## src/rtl/mmio_axi_master.sv

```systemverilog
// ============================================================================
// Module   : mmio_axi_master
// Purpose  : Single-outstanding core load/store port to AXI4-Lite master,
//            with per-transaction timeout abort.
// Revision : 1.0
// ============================================================================
`default_nettype none

module mmio_axi_master #(
    parameter int TIMEOUT_CYCLES = 1024
) (
    input  logic        clk,
    input  logic        rst,
    input  logic        enable,
    input  logic        write,
    input  logic [31:0] addr,
    input  logic [31:0] wdata,
    input  logic [3:0]  wstrb,
    output logic        busy,
    output logic        done,
    output logic        fault,
    output logic [31:0] rdata,
    output logic [31:0] m_axi_araddr,
    output logic        m_axi_arvalid,
    input  logic        m_axi_arready,
    output logic [2:0]  m_axi_arprot,
    input  logic [31:0] m_axi_rdata,
    input  logic [1:0]  m_axi_rresp,
    input  logic        m_axi_rvalid,
    output logic        m_axi_rready,
    output logic [31:0] m_axi_awaddr,
    output logic        m_axi_awvalid,
    input  logic        m_axi_awready,
    output logic [2:0]  m_axi_awprot,
    output logic [31:0] m_axi_wdata,
    output logic [3:0]  m_axi_wstrb,
    output logic        m_axi_wvalid,
    input  logic        m_axi_wready,
    input  logic [1:0]  m_axi_bresp,
    input  logic        m_axi_bvalid,
    output logic        m_axi_bready
);

    localparam logic [31:0] c_timeout    = 32'(TIMEOUT_CYCLES);
    localparam bit          c_timeout_en = (TIMEOUT_CYCLES > 0);

    typedef enum logic [2:0] {
        S_IDLE = 3'd0,
        S_AR   = 3'd1,
        S_R    = 3'd2,
        S_W    = 3'd3,
        S_B    = 3'd4
    } state_t;

    state_t      r_state;
    state_t      w_state_next;
    logic [31:0] r_addr;
    logic [31:0] r_wdata;
    logic [3:0]  r_wstrb;
    logic [31:0] r_rdata;
    logic [31:0] r_cnt;
    logic        r_aw_done;
    logic        r_w_done;
    logic        r_done;
    logic        r_fault;
    logic        w_accept;
    logic        w_complete;
    logic        w_timeout;
    logic        w_aw_hs;
    logic        w_w_hs;
    logic        w_unused_resp;

    assign w_unused_resp = ^{m_axi_rresp[0], m_axi_bresp[0]};

    always_comb begin
        w_state_next = r_state;
        w_complete   = 1'b0;
        w_timeout    = 1'b0;
        w_accept     = (r_state == S_IDLE) && enable;
        w_aw_hs      = (r_state == S_W) && !r_aw_done && m_axi_awready;
        w_w_hs       = (r_state == S_W) && !r_w_done && m_axi_wready;
        case (r_state)
            S_IDLE: if (enable) w_state_next = write ? S_W : S_AR;
            S_AR:   if (m_axi_arready) w_state_next = S_R;
            S_R: begin
                if (m_axi_rvalid) begin
                    w_complete   = 1'b1;
                    w_state_next = S_IDLE;
                end
            end
            // AW and W may complete in either order or together.
            S_W: begin
                if ((r_aw_done || w_aw_hs) && (r_w_done || w_w_hs))
                    w_state_next = S_B;
            end
            S_B: begin
                if (m_axi_bvalid) begin
                    w_complete   = 1'b1;
                    w_state_next = S_IDLE;
                end
            end
            default: w_state_next = S_IDLE;
        endcase
        // A response landing in the expiry cycle still wins as a normal completion.
        if (c_timeout_en && (r_state != S_IDLE) && !w_complete &&
            ((r_cnt + 32'd1) >= c_timeout)) begin
            w_timeout    = 1'b1;
            w_state_next = S_IDLE;
        end
    end

    always_ff @(posedge clk) begin
        if (rst) begin
            r_state   <= S_IDLE;
            r_addr    <= 32'd0;
            r_wdata   <= 32'd0;
            r_wstrb   <= 4'd0;
            r_rdata   <= 32'd0;
            r_cnt     <= 32'd0;
            r_aw_done <= 1'b0;
            r_w_done  <= 1'b0;
            r_done    <= 1'b0;
            r_fault   <= 1'b0;
        end else begin
            r_state <= w_state_next;
            r_done  <= w_complete || w_timeout;
            if (w_accept) begin
                r_addr    <= addr;
                r_wdata   <= wdata;
                r_wstrb   <= wstrb;
                r_cnt     <= 32'd0;
                r_aw_done <= 1'b0;
                r_w_done  <= 1'b0;
            end else if (r_state != S_IDLE) begin
                r_cnt <= r_cnt + 32'd1;
            end
            if (w_aw_hs) r_aw_done <= 1'b1;
            if (w_w_hs)  r_w_done  <= 1'b1;
            if (w_complete) begin
                if (r_state == S_R) begin
                    r_rdata <= m_axi_rdata;
                    r_fault <= m_axi_rresp[1];
                end else begin
                    r_fault <= m_axi_bresp[1];
                end
            end
            if (w_timeout) r_fault <= 1'b1;
        end
    end

    assign busy          = (r_state != S_IDLE);
    assign done          = r_done;
    assign fault         = r_fault;
    assign rdata         = r_rdata;
    assign m_axi_araddr  = r_addr;
    assign m_axi_arvalid = (r_state == S_AR);
    assign m_axi_arprot  = 3'b000;
    assign m_axi_rready  = (r_state == S_R);
    assign m_axi_awaddr  = r_addr;
    assign m_axi_awvalid = (r_state == S_W) && !r_aw_done;
    assign m_axi_awprot  = 3'b000;
    assign m_axi_wdata   = r_wdata;
    assign m_axi_wstrb   = r_wstrb;
    assign m_axi_wvalid  = (r_state == S_W) && !r_w_done;
    assign m_axi_bready  = (r_state == S_B);

endmodule

`default_nettype wire

```

## config.mk

```make
export PLATFORM = sky130hd
export DESIGN_NAME = mmio_axi_master
export DESIGN_NICKNAME = d
export VERILOG_FILES = /design/src/rtl/mmio_axi_master.sv
export SDC_FILE = /design/constraint.sdc
export NUM_CORES = 1
export LEC_CHECK = 0
export ABC_AREA = 1
export BUFFER_PORTS_ARGS = -buffer_cell sky130_fd_sc_hd__buf_2
export CORE_ASPECT_RATIO = 1.4
export CORE_MARGIN = 2
export CORE_UTILIZATION = 30
export DETAILED_ROUTE_END_ITERATION = 8
export HOLD_SLACK_MARGIN = 0.05
export SKIP_CTS_REPAIR_TIMING = 1
export SLEW_MARGIN = 20
export SYNTH_ARGS = -nofsm -noshare
export SYNTH_HDL_FRONTEND = slang
export SYNTH_SLANG_ARGS = --single-unit
```

## constraint.sdc

```tcl
create_clock -name clk -period 3.4 [get_ports clk]
set_clock_uncertainty 0.05 [all_clocks]
set_input_delay 0 -clock clk [delete_from_list [all_inputs] [get_ports clk]]
set_output_delay 0 -clock clk [all_outputs]
set_load 0.01 [all_outputs]
```

==> run metrics <==
clock sink count=139; R2R Setup Slk=780 ps; layout cells sized above 1=0.254; Pins Over Slew Limit=0; CTS root buffer=clkbuf_16; Post-Synthesis Cells=896; most frequent cells in the layout=buf_2, nand2_1, dfxtp_1, nor2_1, dlygate4sd3_1; first-iteration detailed-routing DRC count=384; GPL Wtd Cong=0.884; I/O pin cnt=259; EDFF count, synth=0; maximum VDD drop=407 µV; RR Startpoint=r_state[2]; fmax=0.382 GHz; setup_tns=0 ps; Final Net Count=1322; average size of a mapped cell=7.00 µm²; WS Path Type=register to register; Core Box Area=20600 µm²; DRT antenna net count=0; sink of the worst hold path=r_state[1]; Port Buffers=250; final period utilization=0.771; vias per cell=4.61; DRC=0; htree depth=4; most common cell after layout, fill and taps aside=buf_2; Critical Path RT=3690 ps; vias in the first global route=5899; Die ar.=22100 µm²; Initial Util=0.305; final worst slack=779 ps; hold_ws=-15.3 ps; hpwl dp=13000 µm; worst skew pair latency=about 420 ps; Max-Cap Viols=0; Slew HR=0.317; reg2reg path depth=9; Post-Syn Area=6270 µm²; CTS tree=built; All-Layer GR Usage=0.164; Layout area overhead=46.9%; 1st-pass router iterations=5; RSZ-0062 raised after global routing=no; Worst setup SP type=register; row cnt=62; status=finished with violations; TritonCTS buffer count=17; Worst setup EP type=register; gr ovfl total=0; clk slew on worst S/H paths=70 ps; PwrDens=646 nW/µm²; Final Hold Vio Count=1; min-delay src=write; pre-CTS WS=between 1000 and 1500 ps; failing checks=hold timing; setup violators final=0; # diodes=0; Crit path arrival time=2910 ps; Final min period=2620 ps; Hold Path Cell Cnt=5; Top FF cell, synth=dfxtp_1; YS warnings=0; CTS max path bufs=2; FFs w/ async S/R, synth=0; Hold Path Class=primary input to register; routed vias=about 6800; Pleak=roughly 4.3 nW; Die Y-Extent=approximately 180 µm; largest net degree at the start of global routing=between 100 and 150; Total Wirelength=~20000 µm; Routed WL per cell=approximately 14 µm; initial antenna violation count=0; sequential cell area fraction in the yosys report=0.444; Netlist cell types=32; #FFs+latches synth=139; Worst-Margin Slew=~1000 ps; global-route wire length before repair=29500 µm; critical path fanouts, max=56; die width=126 µm; Crit Reg-Reg Endpoint=m_axi_wdata[17]; Filler cells=a little over 2000
[kinds of logic after synthesis]
logic type	Yosys count	share of synthesized area
simple gates	435	0.295
other cells	1	0.000598
fa+ha+maj	1	0.00199
buf+inv	147	0.113
compound gates	168	0.139
flops	139	0.444
xor+xnor	5	0.00698
[where the power goes]
part           internal (mW)  switching [mW]  total, mW
Combinational          0.731            1.19       1.93
Sequential              1.93           0.229       2.16
Clock                   1.05           0.818       1.87
[area by class of cell]
class | count | area, µm² | area share
multi-input combinational | 615 | 2810 | 0.304
sequential | 139 | 2780 | 0.302
timing repair buffer | 374 | 2480 | 0.269
clock buffer | 17 | 425 | 0.0462
tap | 256 | 320 | 0.0348
inverter | 61 | 229 | 0.0248
clock inverter | 15 | 170 | 0.0185
[cell usage after synthesis, types with 5 or more instances]
cell      number  area, µm²
a21oi_1       94        470
buf_1          5       18.8
buf_2          9       45.0
buf_4         38        285
clkbuf_1      34        128
dfxtp_1      139       2780
inv_1         60        225
nand2_1      188        706
nand2_2        6       37.5
nand3_1       86        430
nor2_1       130        488
nor3_1        10       50.1
o21ai_0       62        310
[worst max-delay path by stage]
stage | depth (start not counted) | slack, ps | from | to
after floorplan | 14 | 1600 | r_cnt[1] | done
after global placement | 9 | 1100 | r_state[2] | r_state[2]
after detailed placement | 7 | 1100 | r_state[2] | r_cnt[7]
after CTS | 7 | 1090 | r_state[2] | r_cnt[7]
after global routing | 9 | 530 | r_state[2] | m_axi_wdata[5]
final | 9 | 780 | r_state[2] | m_axi_wdata[17]
[per-stage QoR]
step | power, mW | utilization | cells | hold slack [ps] | instance area [µm²]
6_report | 5.95 | 0.448 | 1477 | -15.3 | 9220
3_3_place_gp | 3.94 | 0.362 | 1329 | 200 | 7450
4_1_cts | 5.84 | 0.391 | 1361 | -241 | 8040
3_5_place_dp | 3.95 | 0.362 | 1329 | 206 | 7450
5_1_grt | 6.34 | 0.448 | 1477 | 52.6 | 9220
2_1_floorplan | 3.38 | - | 901 | 112 | 6290
[flip-flops by register name (all words and copies together), names as in the netlist]
| signal | cells |
|---|---|
| m_axi_araddr | 32 |
| r_state | 3 |
| m_axi_wstrb | 4 |
| rdata | 32 |
| r_cnt | 32 |
| r_w_done | 1 |
| done | 1 |
| fault | 1 |
| m_axi_wdata | 32 |
| r_aw_done | 1 |
[metal layers]
| metal | share of wire | vias to the layer above | GRT usage |
|---|---|---|---|
| li1 | - | 3479 | - |
| met3 | 0.042 | 35 | 0.0401 |
| met4 | 0.025 | 0 | 0.0687 |
| met1 | 0.41 | 3090 | 0.198 |
| met2 | 0.52 | 207 | 0.276 |
| met5 | 0 | - | 0 |
[critical path, cell delays in order, from the launching register on]
cell and delay, ps:
dfxtp_1 340, nor2_1 170, nand2_1 70, buf_4 220, inv_2 90, buf_4 450, buf_12 320, nand3_1 110
dlygate4sd3_1 570, a21oi_1 130
(Power assumes the default switching activity.)
